$ cat src/rtl/tmr_scrub_pkg.sv
// tmr_scrub_pkg: shared state type, syndrome codes and address-width helper for the TMR scrubber.
package tmr_scrub_pkg;
  typedef enum logic [2:0] {S_WAIT, S_HOST, S_READ, S_CHECK, S_WRITE} state_t;
  localparam logic [1:0] SYN_NONE = 2'b00;
  localparam logic [1:0] SYN_A = 2'b01;
  localparam logic [1:0] SYN_B = 2'b10;
  localparam logic [1:0] SYN_C = 2'b11;
  function automatic int ADDR_W(input int n);
    return (n <= 2) ? 1 : $clog2(n);
  endfunction
endpackage

$ cat src/rtl/tmr_scrub_voter.sv
// tmr_scrub_voter: bitwise majority vote of three copies, mismatch flag and syndrome of the lowest bad bit.
module tmr_scrub_voter
  import tmr_scrub_pkg::*;
#(
  parameter int WIDTH = 16
) (
  input  logic [WIDTH-1:0] a,
  input  logic [WIDTH-1:0] b,
  input  logic [WIDTH-1:0] c,
  output logic [WIDTH-1:0] maj,
  output logic             mism,
  output logic [1:0]       syn
);
  assign maj = a & b | b & c | a & c;
  assign mism = |((a ^ b) | (b ^ c));
  // Scan high to low so the lowest mismatching bit has the final say.
  always_comb begin
    syn = SYN_NONE;
    for (int i = WIDTH - 1; i >= 0; i--)
      if (a[i] != b[i] || b[i] != c[i]) syn = (a[i] == b[i]) ? SYN_C : (a[i] == c[i]) ? SYN_B : SYN_A;
  end
endmodule

$ cat src/rtl/tmr_scrub_ctrl.sv
// tmr_scrub_ctrl: background scrubber for a triplicated register bank, yielding the port to the host.
// Optional error log (err_addr/err_syn) is built when TMR_SCRUB_ERR_LOG_EN is defined.
module tmr_scrub_ctrl
  import tmr_scrub_pkg::*;
#(
  parameter int N_WORDS = 16,
  parameter int WIDTH = 16,
  parameter int SCRUB_DIV = 1024,
  parameter int CNT_W = 8,
  localparam int AW = ADDR_W(N_WORDS)
) (
  input  logic             CP,
  input  logic             CDN,
  input  logic             en,
  input  logic             host_req,
  output logic             host_gnt,
  output logic [AW-1:0]    scrub_addr,
  input  logic [WIDTH-1:0] rd_a,
  input  logic [WIDTH-1:0] rd_b,
  input  logic [WIDTH-1:0] rd_c,
  output logic             wr_en,
  output logic [WIDTH-1:0] wr_data,
  output logic             err_pulse,
  output logic [CNT_W-1:0] err_cnt,
  output logic             busy,
  output logic [AW-1:0]    err_addr,
  output logic [1:0]       err_syn
);
  localparam int DIV_W = $clog2(SCRUB_DIV);
  localparam logic [DIV_W-1:0] DIV_INIT = DIV_W'(SCRUB_DIV - 1);
  localparam logic [AW-1:0] PTR_MAX = AW'(N_WORDS - 1);
  state_t state, nxt;
  logic [DIV_W-1:0] div;
  logic [AW-1:0] ptr;
  logic [WIDTH-1:0] wdat, maj;
  logic mism;
  logic [1:0] syn;
  tmr_scrub_voter #(.WIDTH(WIDTH)) u_voter (.a(rd_a), .b(rd_b), .c(rd_c), .maj(maj), .mism(mism), .syn(syn));
  always_ff @(posedge CP or negedge CDN)
    if (!CDN) state <= S_WAIT;
    else state <= nxt;
  always_comb begin
    nxt = state;
    case (state)
      S_WAIT: nxt = host_req ? S_HOST : (en && div == '0) ? S_READ : S_WAIT;
      S_HOST: nxt = host_req ? S_HOST : S_WAIT;
      S_READ: nxt = host_req ? S_HOST : S_CHECK;
      S_CHECK: nxt = host_req ? S_HOST : mism ? S_WRITE : S_WAIT;
      S_WRITE: nxt = host_req ? S_HOST : S_WAIT;
      default: nxt = S_WAIT;
    endcase
  end
  always_comb begin
    busy = state inside {S_READ, S_CHECK, S_WRITE};
    host_gnt = state == S_HOST;
    wr_en = state == S_WRITE;
    err_pulse = state == S_WRITE;
    scrub_addr = busy ? ptr : '0;
    wr_data = wr_en ? wdat : '0;
  end
  // Divider runs only in WAIT; a pending host request freezes it.
  always_ff @(posedge CP or negedge CDN)
    if (!CDN) begin
      div <= DIV_INIT;
      ptr <= '0;
      wdat <= '0;
      err_cnt <= '0;
    end else begin
      if (state == S_WAIT && !host_req) div <= (!en || div == '0) ? DIV_INIT : div - 1'b1;
      if (state == S_CHECK) wdat <= maj;
      if ((state == S_CHECK && !host_req && !mism) || state == S_WRITE) ptr <= (ptr == PTR_MAX) ? '0 : ptr + 1'b1;
      if (state == S_WRITE && err_cnt != '1) err_cnt <= err_cnt + 1'b1;
    end
`ifdef TMR_SCRUB_ERR_LOG_EN
  logic [1:0] wsyn;
  always_ff @(posedge CP or negedge CDN)
    if (!CDN) begin
      wsyn <= SYN_NONE;
      err_addr <= '0;
      err_syn <= SYN_NONE;
    end else begin
      if (state == S_CHECK) wsyn <= syn;
      if (state == S_WRITE) begin
        err_addr <= ptr;
        err_syn <= wsyn;
      end
    end
`else
  assign err_addr = '0;
  assign err_syn = SYN_NONE;
`endif
endmodule

$ cat config.mk
export PLATFORM = sky130hd
export DESIGN_NAME = tmr_scrub_ctrl
export DESIGN_NICKNAME = d
export VERILOG_FILES = /design/src/rtl/tmr_scrub_pkg.sv /design/src/rtl/tmr_scrub_voter.sv /design/src/rtl/tmr_scrub_ctrl.sv
export SDC_FILE = /design/constraint.sdc
export NUM_CORES = 1
export LEC_CHECK = 0
export ABC_AREA = 1
export CAP_MARGIN = 20
export CORE_MARGIN = 8
export CORE_UTILIZATION = 47
export DETAILED_ROUTE_END_ITERATION = 7
export GPL_ROUTABILITY_DRIVEN = 0
export PLACE_DENSITY_LB_ADDON = 0.15
export SETUP_SLACK_MARGIN = 0.02
export SLEW_MARGIN = 10
export SYNTH_ARGS = -nofsm -noshare
export SYNTH_HDL_FRONTEND = slang
export SYNTH_SLANG_ARGS = --single-unit
$ cat constraint.sdc
create_clock -name CP -period 1.58 [get_ports CP]
set_input_delay 0.395 -clock CP [delete_from_list [all_inputs] [get_ports CP]]
set_output_delay 0.395 -clock CP [all_outputs]
set_load 0.02 [all_outputs]
# Word-level counts from Yosys, hierarchy flattened
# Index checks and enable logic that the tools add are counted.
dict set report totals {
  ff_bits 41
  input_bits 52
  out_inout_bits 38
  wordCells 48
}
dict set report op_classes {
  addsub 3
  n_eq_ne 6
  mux 11
  bitwise_logic 8
  reduce_logical 15
}
# operator n
set op_table {}
lappend op_table {{bitwise AND 16 bit} 3}
lappend op_table {{OR 16 bit} 3}
lappend op_table {{bitwise XOR 16 bit} 2}
lappend op_table {{2-to-1 mux 16 bit} 1}
lappend op_table {{OR reduction 16 bit} 1}
lappend op_table {{case mux 3 bit (4 select lines)} 1}
lappend op_table {{zero test 10 bit} 1}
lappend op_table {{2-to-1 mux 10 bit} 1}
lappend op_table {{subtractor 10 x 1 -> 10 bit (second input constant)} 1}
lappend op_table {{adder 8 x 1 -> 8 bit (second input constant)} 1}
lappend op_table {{2-to-1 mux 4 bit} 2}
lappend op_table {{inequality test 8 bit (second input constant)} 1}
lappend op_table {{equality test 3 x 2 -> 1 bit (second input constant)} 2}
lappend op_table {{2-to-1 mux 2 bit} 3}
lappend op_table {{2-to-1 mux 3 bit} 2}
lappend op_table {{logical AND 1 bit} 5}
lappend op_table {{adder 4 x 1 -> 4 bit (second input constant)} 1}
lappend op_table {{equality test 4 bit (second input constant)} 1}
lappend op_table {{equality test 3 x 1 -> 1 bit (second input constant)} 1}
lappend op_table {{equality test 3 bit (second input constant)} 1}
lappend op_table {{zero test 1 bit} 3}
lappend op_table {{zero test 3 bit} 1}
lappend op_table {{nonzero test 3 bit} 1}
lappend op_table {{logical OR 1 bit} 2}
lappend op_table {{2 further kinds} 2}

# Longest topological paths before layout
# Gate-level depths: netlist (run 1).
dict set report logic_depth {
  word_depth 6
  mapped_depth 10
}

# Cells and area by module
# From an unflattened synthesis (run 1), not the netlist that was laid out.
dict set report unflattened {
  hier_cells 467
  area_unflattened_um2 3444.6
}
# module instances cells_each area_per_inst_um2 seq_area_each_um2
set modules_own_cells {}
lappend modules_own_cells {tmr_scrub_ctrl 1 265 2154.6 1038.5}
lappend modules_own_cells {tmr_scrub_voter 1 202 1290.0 0.0}

# Least setup slack after synthesis (run 1)
# No wires, ideal clock.
dict set report synth_timing {
  kind {register to output}
  startpoint {register state[1]}
  endpoint {output scrub_addr[0]}
  t_arrival_ps 1222
  required_time_ps 1185
  setup_slack_ps -37
  path_stages_with_launch 6
  path_cell_list {dfrtp_1 -> nor2_4 -> nand2_2 -> inv_2 -> a21oi_1 -> nor2_1}
}
dict set report synth_between {
  elab_chain_len 3
  elab_cells_between_ends 5
}
# element line_no
set synth_lines {}
lappend synth_lines {{start, declared} tmr_scrub_ctrl.sv:32} ;# state_t state, nxt;
lappend synth_lines {{start signal, assigned} tmr_scrub_ctrl.sv:41} ;# else state <= nxt;
lappend synth_lines {{equality test 3 bit} n/a}
lappend synth_lines {{net err_pulse} tmr_scrub_ctrl.sv:23} ;# output logic err_pulse,
lappend synth_lines {{nonzero test 3 bit} tmr_scrub_ctrl.sv:54} ;# busy = state inside {S_READ, S_CHECK, S_WRITE};
lappend synth_lines {{2-to-1 mux 4 bit} tmr_scrub_ctrl.sv:58} ;# scrub_addr = busy ? ptr : '0;
lappend synth_lines {{end, declared} tmr_scrub_ctrl.sv:17} ;# output logic [AW-1:0] scrub_addr,
# The timed path passes the listed nets, and every way through them passes these cells.

# Worst setup path in the final report (run 1)
dict set report layout_timing {
  startpoint {register state[0]}
  endpoint {output wr_data[8]}
}
dict set report layout_between {
  elab_chain_len 2
}
# element line_no
set layout_lines {}
lappend layout_lines {{equality test 3 bit} tmr_scrub_ctrl.sv:56} ;# wr_en = state == S_WRITE;
lappend layout_lines {{2-to-1 mux 16 bit} tmr_scrub_ctrl.sv:59} ;# wr_data = wr_en ? wdat : '0;
lappend layout_lines {{end, declared} tmr_scrub_ctrl.sv:22} ;# output logic [WIDTH-1:0] wr_data,
# Every way passes these cells.

==> reports/results.tsv, run 1 <==
stage	metric	value	unit
status	violations	negative setup slack	
timing	whs	0.009230	ns
timing	clock.fmax	0.5692	GHz
die	io-pin-count	90	
logic_synthesis	synth.distinct_cells	34	
layout	nNetsFinal	561	
global_route	grt_pass1_wl	12.10	mm
worst_hold_path	hold_class	primary input to asynchronous set/reset pin	
clock_tree	clock_latency	0.29	ns
logic_synthesis	ys_seq_area_share	36.84	%
critical_path	r2r_end	div[6]	
detailed_routing	ant_nets	0	
critical_path	cp_max_fo	12	
timing	post-route-period-util	111.2	%
critical_path	reg2reg_depth	9	
clock_tree	clock_path_buffers	2	
layout	nFillCells	488	
status	outcome	finished, violations left	
logic_synthesis	syn_inst	357	
timing	skew	0.005318	ns
critical_path	startpoint_type	flip-flop	
placement	hpwl	5.482	mm
logic_synthesis	synth.avg_cell_area	7.896	µm²
timing	slew_violations	0	
timing	setup_viol	26	
logic_synthesis	ys_seq_elements	41	
timing	min_period	1.757	ns
power	ir_drop	0.4583	mV
detailed_routing	wl_per_cell	12.65	µm
timing	fin_ws	-0.1770	ns
clock_tree	h-tree-depth	2	
detailed_routing	wirelength	6.945	mm
detailed_routing	drc_errors	0	
global_route	antenna_found_initial	0	
timing	hold_viol	0	
critical_path	endpoint_kind	output port	
layout	fin_cells	549	
power	p_int	1787	µW
placement	io_buffers	83	
logic_synthesis	synth_ff_type	dfrtp_1	
detailed_routing	drt-vias-per-instance	4.927	
global_route	grtUsageTotal	16.79	%
logic_synthesis	async_flop_share	100.0	%
clock_tree	tritoncts	done	
logic_synthesis	ys_warn_count	0	
clock_tree	clk_pin_slew	0.08	ns
die	die_y	93.45	µm
power	p_comb_share	18.4	%
power	p_leak	0.002238	µW
timing	rsz0062_at_grt	true	
clock_tree	cts_sinks	41	
detailed_routing	dr.pass1.iters	4	
global_route	grt_pass1_vias	2848	
power	seqPwrFrac	48.3	%
clock_tree	cts_buffers	5	
logic_synthesis	synth_edf_count	0	
die	initial_core_util	48.18	%
layout	diodes	0	
critical_path	arrival	1.36	ns
layout	area_growth	44.78	%
placement	dpl.cell_count	532	
global_route	grt_max_degree	27	
power	swShare	26.86	%
critical_path	worstSetupPathType	flip-flop to output port	
clock_tree	cts-root-buf	clkbuf_8	
layout	drive_above_1_share	31.01	%
detailed_routing	num_vias	2705	
detailed_routing	drtIter0Drc	59	
critical_path	r2r_slack	-0.04	ns
power	netSwitchingPower	656.1	µW
run	cap_violations	0	
power	clkPwrFrac	33.3	%
die	die_area	8732	µm²
critical_path	cp.required	1.18	ns
logic_synthesis	synthesis.area	2819	µm²
die	fp.dieW	93.45	µm
power	power.density	598.5	nW/µm²
global_route	grt-ovfl-total	0	
die	row_count	28	
critical_path	rr_startpoint	state[0]	
die	coreArea	5851	µm²
power	p_total	2443	µW
## critical path, stage by stage (launching register included)
cell and delay [ns]:
dfrtp_1 0.42, nor2_4 0.15, nand2_4 0.09, buf_12 0.16
nor2_1 0.09, buf_4 0.15
## cell families after synthesis
logic type                 share of synthesized area [%]
AOI/OAI and AO/OA                                  5.282
xor gates and xnor gates                           2.796
adders and majority gates                          15.98
buffers and inverters                              10.56
DFF                                                36.84
other                                             0.1330
and+or+nand+nor                                    28.41
## how the worst max path moves through the flow
stage                   from  depth (start not counted)       endpoint  slack [ns]
finish              state[0]                          5     wr_data[8]       -0.18
global route        state[0]                          5     wr_data[8]       -0.23
CTS                 state[1]                          5     wr_data[2]       -0.19
detailed placement   rd_b[0]                         11         ptr[1]       -0.54
global placement     rd_b[0]                         11         ptr[1]       -0.48
floorplan           state[1]                          5  scrub_addr[0]       -0.04
## power groups by stage
stage	sequential, µW	clock, µW	combinational [µW]
2_1_floorplan	1190	0	239
3_3_place_gp	1200	0	453
3_5_place_dp	1200	0	472
4_1_cts	1180	838	445
5_1_grt	1190	871	525
6_report	1180	814	450
## synth_stat cells (2+ instances only)
library cell	number	area (µm²)
xnor2_1	5	43.79
nand2_1	68	255.2
nor4_1	16	100.1
nand4_1	7	43.79
nor2_1	52	195.2
clkbuf_1	3	11.26
nand3_1	15	75.07
a21oi_1	18	90.09
dfstp_2	10	262.8
nand3b_1	2	15.01
buf_4	7	52.55
buf_2	2	10.01
xor2_1	4	35.03
dfrtp_1	31	775.7
inv_1	56	210.2
ha_1	36	450.4
nand2_2	3	18.77
nor2_4	3	33.78
nor3_1	2	10.01
o21ai_0	3	15.01
## layout make-up
class | instances | area (µm²) | area share (%)
repair buffers | 116 | 968.4 | 23.73
multi-input cells | 250 | 1644 | 40.28
inverters | 59 | 224.0 | 5.487
well taps | 75 | 93.84 | 2.299
flip-flops and latches | 41 | 1040 | 25.48
clock buffers | 8 | 111.4 | 2.728
## state kept, by name (all words and copies together) (netlist names)
name and count:
state 3, div 10, err_cnt 8, ptr 4, wdat 16
## layer usage
layer	global-route usage, %	up-vias	part of all wire, %
met5	0	-	0
met1	18.03	1266	41
met4	6.443	0	1.3
li1	-	1374	-
met3	5.689	6	7.3
met2	29.61	59	51
## cells in the final DEF (no fill, tap or decap), types with 2 or more instances in the layout
master,synthesis,final
a21oi_1,18,17
buf_12,0,3
buf_4,7,33
buf_6,0,21
clkbuf_2,0,30
clkbuf_8,0,6
clkdlybuf4s15_1,0,17
clkdlybuf4s50_1,0,2
conb_1,1,6
dfrtp_1,31,30
dfstp_2,10,10
dlygate4sd2_1,0,9
ha_1,36,36
inv_1,56,54
inv_2,1,3
nand2_1,68,65
nand2_2,3,4
nand2_4,1,3
nand3_1,15,14
nand3_2,1,2
nand3b_1,2,2
nand4_1,7,7
nor2_1,52,33
nor2_2,1,10
nor2_4,3,13
nor3_4,1,2
nor4_1,16,16
o21ai_0,3,2
o21ai_1,1,2
xnor2_1,5,5
xor2_1,4,4
## what timing repair did
item / 4_1_cts / 5_1_grt
hold buffers: 0 / 0
setup buffers: 4 / 5
pin swaps: 37 / 70
endpoints found under the setup margin: 36 / 38
gates resized for setup: 211 / 107
## metrics by stage
stage                     worst slack, ns  utilization [%]  TNS (ns)  cell area [µm²]
after global placement            -0.4848            66.68    -10.47             3901
after CTS                         -0.1888            69.05    -3.817             4040
final                             -0.1770            69.76    -3.257             4081
after global routing              -0.2252            69.76    -5.116             4081
after detailed placement          -0.5394            66.68    -11.38             3901
after floorplan                  -0.03723                -   -0.1489             2838
Power figures use the tool's default switching activity.
==> run 2, diff against run 1 <==
--- a/config.mk
+++ b/config.mk
@@ -7,7 +7,6 @@
 export LEC_CHECK = 0
 export ABC_AREA = 1
 export CAP_MARGIN = 20
-export CORE_MARGIN = 8
 export CORE_UTILIZATION = 47
 export DETAILED_ROUTE_END_ITERATION = 7
 export GPL_ROUTABILITY_DRIVEN = 0
==> constraint.sdc (replaced) <==
create_clock -name CP -period 1.58 [get_ports CP]
set_input_delay 0.395 -clock CP [delete_from_list [all_inputs] [get_ports CP]]
set_output_delay 0.395 -clock CP [all_outputs]
set_load 0.1 [all_outputs]
==> run 2 against run 1 <==
Net effect:
- the run still ends with negative setup slack left
- hold slack gained 0.047 ns
- register-to-register slack improved by 0.06 ns
- utilization rose by 7.8 points
- die area shrank 28%
- largest cell class unchanged
- largest power group unchanged
==> reports/results.tsv, run 2 (synthesis results as in run 1) <==
stage	metric	value	unit
placement	hpwl	5.445	mm
run	cap_violations	0	
clock_tree	clock_latency	0.30	ns
clock_tree	cts-root-buf	clkbuf_8	
critical_path	cp_max_fo	3	
layout	regMostFlops	wdat	
detailed_routing	num_vias	2682	
clock_tree	clk_pin_slew	0.08	ns
placement	io_buffers	83	
layout	layout_common_cells	66 x nand2_1, 55 x inv_1, 43 x clkbuf_2, 35 x buf_12, 33 x ha_1	
worst_hold_path	hold_class	primary input to asynchronous set/reset pin	
critical_path	path_cells	nor2_4 -> nand2_4 -> inv_8 -> a21oi_4 -> buf_6 -> nor2_4 -> buf_12	
die	initial_core_util	49.97	%
power	ir_drop	0.4095	mV
placement	postPlaceCellArea	4378	µm²
global_route	grt_pass1_wl	11.79	mm
status	violations	negative setup slack	
detailed_routing	drt-vias-per-instance	5.022	
power	power.density	586.8	nW/µm²
critical_path	slowest_stage	dfrtp_2	
timing	post-route-period-util	118.6	%
layout	diodes	0	
critical_path	cp.required	1.18	ns
clock_tree	tritoncts	done	
timing	setup_viol	24	
timing	setup_tns	-6.184	ns
clock_tree	h-tree-depth	2	
critical_path	cp_slowest_stage_delay	0.44	ns
die	row_count	27	
critical_path	startpoint_type	flip-flop	
detailed_routing	ant_nets	0	
layout	stdcell_area	4375	µm²
critical_path	cp.depth	7	
layout	final_common_cell	nand2_1	
critical_path	arrival	1.48	ns
layout	postLayoutCoreUtil	77.56	%
critical_path	r2r_slack	0.02	ns
timing	fin_ws	-0.2936	ns
power	swShare	29.74	%
power	clkPwrFrac	32.6	%
global_route	grt-ovfl-total	0	
critical_path	endpoint_kind	output port	
global_route	grt_max_degree	42	
power	netSwitchingPower	763.5	µW
critical_path	crit_family	flip-flops	
layout	nFillCells	396	
timing	slew_violations	0	
power	p_total	2568	µW
detailed_routing	drc_errors	0	
power	p_leak	0.002190	µW
layout	largest_register_ffs	16	
layout	reg_top3	wdat (16), div (10), err_cnt (8)	
global_route	antenna_found_initial	0	
critical_path	reg2reg_depth	8	
clock_tree	cts_buffers	5	
die	die_area	6312	µm²
detailed_routing	wl_per_cell	13.31	µm
critical_path	crit_top_cell	nor2_4	
layout	drive_above_1_share	37.45	%
layout	area_growth	55.22	%
layout	fin_cells	534	
placement	dpl.cell_count	522	
critical_path	r2r_end	div[6]	
timing	rsz0062_at_grt	true	
detailed_routing	wirelength	7.110	mm
power	p_int	1804	µW
status	outcome	finished, violations left	
timing	clock.fmax	0.5337	GHz
clock_tree	cts_sinks	41	
timing	hold_viol	0	
die	io-pin-count	90	
detailed_routing	dr.pass1.iters	6	
critical_path	rr_startpoint	state[2]	
layout	nNetsFinal	549	
die	coreArea	5642	µm²
critical_path	path_buf_inv	3	
timing	min_period	1.874	ns
die	fp.dieW	79.45	µm
detailed_routing	drtIter0Drc	99	
power	p_comb_share	21.3	%
global_route	grt_pass1_vias	2770	
global_route	grtUsageTotal	24.14	%
die	die_y	79.45	µm
timing	skew	0.008408	ns
power	seqPwrFrac	46.1	%
clock_tree	clock_path_buffers	2	
critical_path	worstSetupPathType	flip-flop to output port	
run 2: worst reg2reg max path, stage by stage, from the launching register on:
cell,delay [ns]
dfrtp_1,0.43
buf_4,0.15
buf_4,0.15
nor2_4,0.10
nand2_4,0.07
nor3_4,0.25
nand2_1,0.11
o21ai_1,0.15
nand3_1,0.09
run 2: timing repair:
item | 4_1_cts | 5_1_grt
endpoints found under the setup margin | 29 | 35
buffers inserted | 3 | 2
hold buffers | 0 | 0
gates resized for setup | 64 | 96
pin swaps | 45 | 72
run 2: metrics by stage:
step           worst slack (ns)  hold WS (ns)
2_1_floorplan           -0.3573       0.09941
3_5_place_dp            -0.6396        0.3892
5_1_grt                 -0.3672       0.06548
4_1_cts                 -0.3387       0.06446
3_3_place_gp            -0.5443        0.3859
6_report                -0.2936       0.05664
run 2: how the worst max path moves through the flow:
| stage | start | endpoint |
|---|---|---|
| detailed placement | rd_b[3] | ptr[1] |
| floorplan | state[1] | busy |
| finish | state[1] | scrub_addr[0] |
| global placement | rd_b[1] | ptr[0] |
| global route | state[1] | scrub_addr[2] |
| CTS | state[1] | scrub_addr[0] |
run 2: area by class of cell:
class | count | area, µm² | share of cell area (%)
inverters | 59 | 235.2 | 5.376
well taps | 72 | 90.09 | 2.059
flip-flops and latches | 41 | 1062 | 24.28
clock inverters | 3 | 41.29 | 0.9437
repair buffers | 104 | 1129 | 25.79
multi-input cells | 250 | 1749 | 39.98
clock buffers | 5 | 68.82 | 1.573
run 2: per-layer routing:
metal / global-route usage, % / part of all wire (%) / vias to the layer above
met5: 0 / 0 / -
met4: 8.545 / 1.7 / 0
met3: 6.286 / 5.6 / 11
met2: 46.58 / 55 / 73
met1: 24.56 / 38 / 1255
li1: - / - / 1343
run 2: power groups by stage:
stage / registers [µW] / logic [µW] / clock network [µW]
after floorplan: 1210 / 328 / 0
after global placement: 1200 / 552 / 0
after detailed placement: 1200 / 587 / 0
after CTS: 1180 / 550 / 859
after global routing: 1190 / 619 / 907
final: 1180 / 546 / 838
==> run 3, diff against run 2 <==
--- a/config.mk
+++ b/config.mk
@@ -7,6 +7,7 @@
 export LEC_CHECK = 0
 export ABC_AREA = 1
 export CAP_MARGIN = 20
+export CORE_ASPECT_RATIO = 0.7
 export CORE_UTILIZATION = 47
 export DETAILED_ROUTE_END_ITERATION = 7
 export GPL_ROUTABILITY_DRIVEN = 0
==> run 3 against run 2 <==
Net effect:
- the flow still finishes with violations (negative setup slack)
- combinational power grew 4.4%
- sequential share of layout area shrank 1.4 points
- hold slack gained 0.043 ns
- clock-buffer cell count grew 1
- die area is essentially flat
- via count grew 6.6%
- clock skew shrank 0.00092 ns
- first-iteration DRC count grew 120%
- flip-flop and latch count is the same
- wire length grew 14%
- critical endpoint is now busy
==> reports/results.tsv, run 3 (synthesis results as in run 1) <==
stage	metric	value	unit
status	outcome	finished, violations left	
status	violations	negative setup slack	
die	io-pin-count	90	
die	die_y	66.80	µm
power	p_total	2662	µW
global_route	grt-ovfl-total	0	
detailed_routing	drt-vias-per-instance	5.200	
layout	largest_register_ffs	16	
die	coreArea	5756	µm²
layout	reg_top3	wdat (16), div (10), err_cnt (8)	
critical_path	cp_max_fo	4	
clock_tree	tritoncts	done	
critical_path	startpoint_type	flip-flop	
global_route	antenna_found_initial	0	
die	die_area	6316	µm²
clock_tree	cts-root-buf	clkbuf_8	
critical_path	arrival	1.56	ns
critical_path	endpoint_kind	output port	
layout	nNetsFinal	562	
clock_tree	holdBufCountCts	0	
power	ir_drop	0.3482	mV
timing	min_period	1.950	ns
die	row_count	23	
timing	hold_viol	0	
timing	slew_violations	0	
timing	rsz0062_at_grt	true	
timing	setup_tns	-7.858	ns
run	cap_violations	0	
worst_hold_path	hold_class	primary input to asynchronous set/reset pin	
placement	hpwl	5.615	mm
clock_tree	cts_sinks	41	
detailed_routing	dr.pass1.iters	4	
layout	area_growth	64.54	%
critical_path	worstSetupPathType	flip-flop to output port	
detailed_routing	wirelength	8.107	mm
layout	drive_above_1_share	35.37	%
placement	io_buffers	83	
detailed_routing	num_vias	2860	
detailed_routing	drc_errors	0	
global_route	grt_max_degree	38	
timing	skew	0.007487	ns
clock_tree	clock_path_buffers	2	
die	fp.dieW	94.57	µm
layout	layout_common_cells	62 x nand2_1, 53 x inv_1, 36 x ha_1, 34 x buf_12, 27 x clkdlybuf4s15_1	
detailed_routing	ant_nets	0	
timing	post-route-period-util	123.4	%
global_route	grt_pass1_wl	11.72	mm
global_route	grt_pass1_vias	2617	
timing	whs	0.09961	ns
layout	nFillCells	359	
global_route	grtUsageTotal	24.63	%
detailed_routing	drtIter0Drc	218	
clock_tree	clock_latency	0.31	ns
timing	clock.fmax	0.5127	GHz
layout	diodes	0	
power	p_leak	0.002307	µW
critical_path	cp.required	1.18	ns
detailed_routing	wl_per_cell	14.74	µm
clock_tree	h-tree-depth	2	
timing	fin_ws	-0.3705	ns
clock_tree	cts_buffers	5	
layout	regMostFlops	wdat	
clock_tree	clk_pin_slew	0.08	ns
power	power.density	573.9	nW/µm²
die	initial_core_util	48.98	%
timing	setup_viol	29	
layout	final_common_cell	nand2_1	
==> run 3: what timing repair did <==
item                       4_1_cts  5_1_grt
resized for setup               61       83
setup endpoints to repair       30       38
buffers inserted                 6       10
pin swaps                       38       71
==> run 3: metrics by stage <==
stage | util, % | area [µm²] | worst slack, ns | instances
after global placement | 76.57 | 4407 | -0.4568 | 530
after CTS | 78.83 | 4537 | -0.3283 | 542
after global routing | 80.59 | 4638 | -0.4130 | 550
after floorplan | - | 3058 | -0.3573 | 362
final | 80.59 | 4638 | -0.3705 | 550
after detailed placement | 76.57 | 4407 | -0.6216 | 530
==> run 3: worst max-delay path: stages (launching register included) <==
cell	delay [ns]
dfrtp_1	0.44
inv_1	0.16
a21oi_4	0.28
buf_12	0.14
clkinvlp_4	0.08
buf_12	0.17
==> run 3: where the power goes <==
| part | switching, µW | leakage (µW) | internal, µW |
|---|---|---|---|
| sequential | 43.5 | 0.000472 | 1140 |
| combinational | 357 | 0.00178 | 213 |
| clock | 393 | 0.0000574 | 514 |
==> run 3: final timing paths <==
| check | startpoint | endpoint | slack [ns] | depth (start not counted) |
|---|---|---|---|---|
| hold reg to reg | div[0] | div[0] | 0.50 | 2 |
| min in group CP | rd_c[10] | wdat[10] | 0.44 | 5 |
| setup / recovery | state[2] | busy | -0.37 | 5 |
| max in group asynchronous | CDN | div[6] | 1.19 | 2 |
| setup reg to reg | state[1] | div[6] | -0.14 | 9 |
| hold / removal | CDN | div[0] | 0.1 | 1 |
==> run 3: metal layers <==
metal  global-route usage [%]  routed length, µm
met2                    43.84               4162
met1                    28.73               3227
met4                    10.04                191
met5                        0                  0
met3                    5.708                526
==> run 3: area by class of cell <==
type / count / area, µm² / area share, %
Timing Repair Buffer: 117 / 1363 / 29.38
Clock inverter: 2 / 37.54 / 0.8093
Multi-Input combinational cell: 250 / 1762 / 37.98
Inverter: 59 / 237.7 / 5.125
Clock buffer: 6 / 82.58 / 1.780
Tap cell: 75 / 93.84 / 2.023
Sequential cell: 41 / 1062 / 22.90
